<file path="config.mk">
export PLATFORM = sky130hd
export DESIGN_NAME = synaptic_weight_accumulator
export DESIGN_NICKNAME = d
export VERILOG_FILES = /design/src/rtl/synaptic_weight_accumulator.sv
export SDC_FILE = /design/constraint.sdc
export NUM_CORES = 1
export LEC_CHECK = 0
export CORE_UTILIZATION = 55
export DETAILED_ROUTE_END_ITERATION = 8
export PLACE_DENSITY = 0.86
export SLEW_MARGIN = 20
export SYNTH_ARGS = -nofsm -noshare
export SYNTH_HDL_FRONTEND = slang
export SYNTH_SLANG_ARGS = --single-unit
</file>
<file path="constraint.sdc">
create_clock -name Clock -period 9.74 [get_ports Clock]
set_clock_uncertainty 0.2 [all_clocks]
set_input_delay 1.948 -clock Clock [delete_from_list [all_inputs] [get_ports Clock]]
set_output_delay 1.948 -clock Clock [all_outputs]
set_load 0.1 [all_outputs]
</file>
<file path="src/rtl/synaptic_weight_accumulator.sv">
// Accumulates one neuron's synaptic weight stream into saturating excitatory and
// inhibitory sums, then holds them behind a valid/accept handshake.
module synaptic_weight_accumulator #(
    parameter int INTEGER_WIDTH   = 16,
    parameter int DATA_WIDTH_FRAC = 32,
    parameter int DATA_WIDTH      = INTEGER_WIDTH + DATA_WIDTH_FRAC,
    parameter int COUNT_WIDTH     = 12
) (
    input  logic                          Clock,
    input  logic                          Reset,
    input  logic                          Start,
    input  logic                          ZeroEvents,
    input  logic                          WeightValid,
    output logic                          WeightReady,
    input  logic signed [DATA_WIDTH-1:0]  Weight,
    input  logic                          SynapseType,
    input  logic                          WeightLast,
    output logic signed [DATA_WIDTH-1:0]  ExWeightSum,
    output logic signed [DATA_WIDTH-1:0]  InWeightSum,
    output logic                          SumValid,
    input  logic                          SumAccept,
    output logic        [COUNT_WIDTH-1:0] EventCount,
    output logic                          Saturated,
    output logic                          Busy
);

    typedef enum logic [1:0] {
        IDLE  = 2'd0,
        ACCUM = 2'd1,
        HOLD  = 2'd2
    } state_t;

    localparam logic signed [DATA_WIDTH-1:0] SUM_MAX = {1'b0, {(DATA_WIDTH-1){1'b1}}};
    localparam logic signed [DATA_WIDTH-1:0] SUM_MIN = {1'b1, {(DATA_WIDTH-1){1'b0}}};

    state_t                         state_q, state_d;
    logic signed [DATA_WIDTH-1:0]   ex_sum_q, ex_sum_d;
    logic signed [DATA_WIDTH-1:0]   in_sum_q, in_sum_d;
    logic        [COUNT_WIDTH-1:0]  count_q, count_d;
    logic                           sat_q, sat_d;

    // Saturating add of the incoming weight onto whichever sum the beat targets.
    logic signed [DATA_WIDTH-1:0]   addend;
    logic signed [DATA_WIDTH:0]     wide_sum;
    logic signed [DATA_WIDTH-1:0]   clipped_sum;
    logic                           clip;

    always_comb begin
        addend   = SynapseType ? in_sum_q : ex_sum_q;
        wide_sum = {addend[DATA_WIDTH-1], addend} + {Weight[DATA_WIDTH-1], Weight};
        clip     = wide_sum[DATA_WIDTH] != wide_sum[DATA_WIDTH-1];
        if (!clip) begin
            clipped_sum = wide_sum[DATA_WIDTH-1:0];
        end else if (wide_sum[DATA_WIDTH]) begin
            clipped_sum = SUM_MIN;
        end else begin
            clipped_sum = SUM_MAX;
        end
    end

    always_comb begin
        state_d  = state_q;
        ex_sum_d = ex_sum_q;
        in_sum_d = in_sum_q;
        count_d  = count_q;
        sat_d    = sat_q;
        case (state_q)
            IDLE: begin
                if (Start) begin
                    ex_sum_d = '0;
                    in_sum_d = '0;
                    count_d  = '0;
                    sat_d    = 1'b0;
                    state_d  = ZeroEvents ? HOLD : ACCUM;
                end
            end
            ACCUM: begin
                if (WeightValid) begin
                    if (SynapseType) begin
                        in_sum_d = clipped_sum;
                    end else begin
                        ex_sum_d = clipped_sum;
                    end
                    if (clip) begin
                        sat_d = 1'b1;
                    end
                    if (count_q != '1) begin
                        count_d = count_q + 1'b1;
                    end
                    if (WeightLast) begin
                        state_d = HOLD;
                    end
                end
            end
            HOLD: begin
                // Accept together with Start chains straight into the next neuron.
                if (SumAccept) begin
                    if (Start) begin
                        ex_sum_d = '0;
                        in_sum_d = '0;
                        count_d  = '0;
                        sat_d    = 1'b0;
                        state_d  = ZeroEvents ? HOLD : ACCUM;
                    end else begin
                        state_d = IDLE;
                    end
                end
            end
            default: state_d = IDLE;
        endcase
    end

    always_ff @(posedge Clock) begin
        if (Reset) begin
            state_q  <= IDLE;
            ex_sum_q <= '0;
            in_sum_q <= '0;
            count_q  <= '0;
            sat_q    <= 1'b0;
        end else begin
            state_q  <= state_d;
            ex_sum_q <= ex_sum_d;
            in_sum_q <= in_sum_d;
            count_q  <= count_d;
            sat_q    <= sat_d;
        end
    end

    assign WeightReady = (state_q == ACCUM);
    assign SumValid    = (state_q == HOLD);
    assign Busy        = (state_q != IDLE);
    assign ExWeightSum = ex_sum_q;
    assign InWeightSum = in_sum_q;
    assign EventCount  = count_q;
    assign Saturated   = sat_q;

endmodule

</file>
# Yosys cells after proc, flatten, opt, wreduce, memory -nomap -nowiden
# Index checks and enable logic that the tools add are counted.
word_totals:
  rom_bits: 0
  n_memories: 0
  ram_bits: 0
  elab_cells: 57
  latch_bits: 0
  reg_bits: 111
classes:
  bitwise_logic: 0
  n_eq_ne: 12
  n_div: 0
  n_addsub: 2
  mul: 0
  shift: 0
  n_reduce_logical: 8
  magnitude_cmp: 0
  muxes: 30
op_table:
  columns: ["operator", "n"]
  rows:
  - ["2-to-1 mux 48 bit", 11]
  - ["one-hot mux 48 bit (3 select lines)", 2]
  - ["adder 48 x 48 -> 49 bit", 1]
  - ["2-to-1 mux 12 bit", 4]
  - ["one-hot mux 12 bit (3 select lines)", 1]
  - ["AND reduction 4 bit", 5]
  - ["adder 12 x 1 -> 12 bit (second input constant)", 1]
  - ["2-to-1 mux 2 bit", 6]
  - ["inequality test 12 bit (second input constant)", 1]
  - ["inequality test 2 x 1 -> 1 bit (second input constant)", 5]
  - ["inequality test 2 bit (second input constant)", 3]
  - ["one-hot mux 2 bit (3 select lines)", 1]
  - ["2-to-1 mux 1 bit", 4]
  - ["one-hot mux 1 bit (3 select lines)", 1]
  - ["nonzero test 3 bit", 1]
  - ["equality test 2 x 1 -> 1 bit (second input constant)", 1]
  - ["equality test 2 bit (second input constant)", 1]
  - ["logical NOT 2 bit", 1]
  - ["nonzero test 2 bit", 1]
  - ["inequality test 1 bit", 1]

# Depth between registers and ports, before layout
depth:
  word_depth: 7
  ltp_mapped: 18
  ltp_nobuf: 12

# Worst setup path after synthesis
# Ideal clock, no wire load.
synth_timing:
  path_kind: "input to register"
  start: "input port SynapseType"
  end: "register ex_sum_q[44], in the netlist ExWeightSum[44]"
  cell_stages: 16
  setup_slack_ns: 3.702
  setup_ns: 0.118
  n_path_buf: 5
  arrival_ns: 5.720
  cell_sequence: "clkbuf_1 > buf_1 > buf_1 > mux2_2 > ha_1 > buf_2 > a21oi_1 > o21ai_0 > a221oi_1 > o21ai_0 > nand2b_1 > o211a_1 > buf_4 > xnor2_1 > or4_1 > a22o_1"
synth_via:
  elab_chain_cells: 7
  word_cells_on_any_way: 10
  cone_classes: "add/sub (1); eq/ne (2); mux (6); reduce/logical (1)"
synth_lines:
  columns: ["item", "line", "text"]
  rows:
  - ["start: declaration", "16", "input logic SynapseType,"]
  - ["2-to-1 mux 48 bit", "49", "addend = SynapseType ? in_sum_q : ex_sum_q;"]
  - ["adder 48 x 48 -> 49 bit", "50", "wide_sum = {addend[DATA_WIDTH-1], addend} + {Weight[DATA_WIDTH-1], Weight};"]
  - ["2-to-1 mux 48 bit / inequality test 1 bit (equally long branches)", "54, 51", null]
  - ["2-to-1 mux 48 bit", "52", "if (!clip) begin"]
  - ["2-to-1 mux 48 bit", "79", "if (SynapseType) begin"]
  - ["2-to-1 mux 48 bit", "78", "if (WeightValid) begin"]
  - ["one-hot mux 48 bit (3 select lines)", "67", "case (state_q)"]
  - ["end signal: assignment", "122", "ex_sum_q <= ex_sum_d;"]
  - ["end: declaration", "37", "logic signed [DATA_WIDTH-1:0] ex_sum_q, ex_sum_d;"]
# Several ways; a longest one is shown, not always the timed one. The select of a mux whose other input is x is not followed.
# A chain may end at the register's enable or synchronous reset.

# Final worst setup path
layout_timing:
  start: "input port SynapseType"
  end: "register in_sum_q[12], in the netlist InWeightSum[12]"
layout_via:
  elab_chain_cells: 7
  word_cells_on_any_way: 10
  cone_classes: "add/sub (1); eq/ne (2); mux (6); reduce/logical (1)"
layout_lines:
  columns: ["item", "line", "text"]
  rows:
  - ["2-to-1 mux 48 bit", "49", null]
  - ["adder 48 x 48 -> 49 bit", "50", null]
  - ["2-to-1 mux 48 bit / inequality test 1 bit (equally long branches)", "54, 51", null]
  - ["2-to-1 mux 48 bit", "52", null]
  - ["2-to-1 mux 48 bit", "79", null]
  - ["2-to-1 mux 48 bit", "78", null]
  - ["one-hot mux 48 bit (3 select lines)", "67", null]
  - ["end signal: assignment", "123", "in_sum_q <= in_sum_d;"]
  - ["end: declaration", "38", "logic signed [DATA_WIDTH-1:0] in_sum_q, in_sum_d;"]
# Several ways; a longest one is shown, not always the timed one. The select of a mux whose other input is x is not followed.

==> summary.md <==
| Metric | Value |
|---|---|
| Num CTS Buffers | `9` |
| Syn Area/Cell | `7.96 sq um` |
| Wire per inst | `18.0 um` |
| Worst-margin pin slew | `1.03 ns` |
| Die area | `14,200 sq um` |
| CP Launch Type | `input pin` |
| Leak Pwr | `3.74 nW` |
| Synth area leaders | `dfxtp_1, ha_1, mux2_2, o21ai_0, nand2_1` |
| Clock Tree Buf Depth | `2` |
| Worst skew pair latency | `0.37 ns` |
| Die Height | `119 um` |
| WHS | `0.279 ns` |
| Sequential group share of total power | `35.0%` |
| Sink Count | `111` |
| Largest net degree at the start of global routing | `41` |
| Synthesis-to-finish area growth | `26.5%` |
| Final setup violation count | `0` |
| GRT Residual Overflow | `0` |
| Clock share of power | `26.4%` |
| Post-Syn Instances | `951` |
| CP Class | `input pin to flip-flop` |
| Cells on worst reg2reg path | `13` |
| Post-route cell area | `9570 sq um` |
| Vias in the first global route | `7,255` |
| Wire length on met2 | `10,200 um` |
| Worst slew margin | `31.0%` |
| GR Util All Layers | `31.7%` |
| Core Area | `13,300 sq um` |
| CTS H-tree lvls | `3` |
| CP Data Arrival Time | `7.18 ns` |
| Total of max-cap violations | `0` |
| Max FO, Critical Path | `40` |
| Most common cell after layout, fill and taps aside | `clkdlybuf4s50_1` |
| EDFF count, synth | `0` |
| Syn Nets | `1,057` |
| Post-CTS sizing | `0` |
| Final hold violations | `0` |
| Switching part of the total | `42.2%` |
| Tcrit/Tclk final | `73.3%` |
| Flops & latches, synth | `111` |
| NetSw | `0.593 mW` |
| Highest clock rate | `140 MHz` |
| CP endpoint kind | `flip-flop` |
| Starting DRT DRC Count | `674` |
| Initial DRT Pass Iterations | `5` |
| Terminus of the critical flop-to-flop path | `InWeightSum[12]$_SDFFE_PP0P_` |
| Most frequent cells in the layout | `clkdlybuf4s50_1, nand2_1, dfxtp_1` |
| # hold bufs at CTS | `0` |
| Setup bufs post-CTS | `0` |
| Worst r2r src | `InWeightSum[0]$_SDFFE_PP0P_` |
| CP startpoint | `SynapseType` |
| Metal3 WL | `1580 um` |
| Reg clk slew, reported paths | `0.08 ns` |
| Power Internal | `0.813 mW` |
| CP required | `9.78 ns` |
| Post-route DRC violation count | `0` |
| Ys flop type | `dfxtp_1` |
| PnR Total Power | `1.41 mW` |
| Chip width | `119 um` |
| ANT cells | `0` |
| Post-DP Area | `9290 sq um` |
| Unrepaired setup endpoints after global routing | `false` |
| Peak VDD IR | `0.0978 mV` |
| Initial Util | `56.7%` |
| Outcome | `completed` |
| Synth area leader | `dfxtp_1` |
| Via count | `7,727` |
| Dpl hpwl | `16,700 um` |
| Cell variety after synth | `66` |
| YS warnings | `0` |
| Power per cell area | `147 nW/um^2` |
| First-pass GRT wire length | `36,300 um` |
| Worst min path class | `flip-flop to flip-flop` |
| # IOs | `168` |
| R2R Setup Slk | `4.73 ns` |
| Min cycle time layout | `7.14 ns` |
| Met1 WL | `10,300 um` |
| Final core occ | `71.7%` |
| CTS root buffer | `clkbuf_16` |
| Number of buffers added on ports | `167` |
| Sequential fraction of the synthesis area | `29.4%` |
| Setup crit end | `InWeightSum[12]$_SDFFE_PP0P_` |
| Synth top area share | `29.4%` |
| Initial antenna violation count | `0` |
| Fillers | `1,101` |
| Top Metal Used | `met4` |
| Logic gate share of total power | `38.5%` |
| Setup TNS | `0 ns` |
| # nets final | `1,184` |
| Row count | `42` |
| Post-Syn Area | `7570 sq um` |
| WL final | `22,600 um` |
| Post-synth ARST share | `0%` |
| GPL Wtd Cong | `0.920` |
| Via/cell ratio | `6.14` |
| Max Transition Viols Final | `0` |
| Layout cells sized above 1 | `8.31%` |
| ANT nets after route | `0` |
| CTS tree | `done` |
-- registers in the layout (all words and copies together) (netlist names) --
signal       flops
ExWeightSum     48
InWeightSum     48
Saturated        1
state_q          2
EventCount      12
-- how the worst min path moves through the flow --
| stage | startpoint | endpoint | cells after the start |
|---|---|---|---|
| 2_1_floorplan | state_q[1]$_SDFFE_PP0P_ | state_q[1]$_SDFFE_PP0P_ | 3 |
| 3_3_place_gp | InWeightSum[15]$_SDFFE_PP0P_ | InWeightSum[15]$_SDFFE_PP0P_ | 2 |
| 3_5_place_dp | ExWeightSum[6]$_SDFFE_PP0P_ | ExWeightSum[6]$_SDFFE_PP0P_ | 2 |
| 4_1_cts | InWeightSum[3]$_SDFFE_PP0P_ | InWeightSum[3]$_SDFFE_PP0P_ | 2 |
| 5_1_grt | InWeightSum[7]$_SDFFE_PP0P_ | InWeightSum[7]$_SDFFE_PP0P_ | 2 |
| 6_report | ExWeightSum[7]$_SDFFE_PP0P_ | ExWeightSum[7]$_SDFFE_PP0P_ | 2 |
-- cells by family after synthesis --
group | Yosys count | synth area share, %
AND/OR/NAND/NOR | 313 | 18.5
multiplexers | 53 | 7.84
XOR/XNOR | 50 | 5.89
AO/OA/AOI/OAI | 306 | 26.2
adder cells (fa/ha/maj) | 52 | 8.63
buffers and inverters | 66 | 3.59
flip-flops | 111 | 29.4
-- synth_stat cells, types with 4 or more instances --
master and instances:
a211oi_1 16, a21boi_0 25, a21o_1 15, a21oi_1 66
a22o_1 22, a31oi_1 9, and2_1 5, and3_1 4
and4_1 6, buf_1 4, buf_2 16, clkbuf_1 36
dfxtp_1 111, ha_1 49, inv_1 8, mux2_2 50
nand2_1 129, nand2b_1 7, nand3_1 15, nand4_1 16
nor2_1 93, nor2b_1 8, nor3_1 11, nor4_1 5
o211ai_1 8, o21a_1 7, o21ai_0 98, o21bai_1 5
o31ai_1 4, or3_1 6, xnor2_1 27, xor2_1 22
-- power by group through the flow --
stage | Sequential [mW] | Combinational, mW | Clock [mW]
detailed placement | 0.502 | 0.531 | 0
CTS | 0.492 | 0.535 | 0.372
finish | 0.492 | 0.542 | 0.371
global placement | 0.501 | 0.525 | 0
global route | 0.495 | 0.576 | 0.390
floorplan | 0.627 | 0.267 | 0
-- area by class of cell --
cell class	count	area, sq um	area share, %
repair buffers	173	1710	17.9
clock buffers	9	225	2.35
well taps	176	220	2.30
inverters	9	33.8	0.353
clock inverters	7	60.1	0.627
flip-flops and latches	111	2220	23.2
multi-input cells	774	5100	53.3
-- metal layers --
| layer | GRT usage (%) | up-vias |
|---|---|---|
| met5 | 0 | - |
| met4 | 13.3 | 0 |
| met3 | 4.69 | 48 |
| met2 | 50.8 | 354 |
| met1 | 42.4 | 3617 |
| li1 | - | 3708 |
-- stage by stage --
step	setup WS [ns]	instances
final	2.60	1259
after global routing	2.25	1259
after CTS	2.27	1259
after detailed placement	1.89	1243
after global placement	2.10	1243
after floorplan	3.70	951
-- worst max-delay path, stage by stage --
cell,delay (ns)
buf_2,0.73
mux2_2,0.42
ha_1,0.22
fa_1,0.43
a211oi_1,0.30
o211ai_1,0.19
a41oi_1,0.39
a211oi_2,0.17
o31ai_2,0.41
a31o_2,0.33
nand2_2,0.43
nand2_1,0.67
buf_4,0.35
o21ai_0,0.14
(Power assumes the default switching activity.)
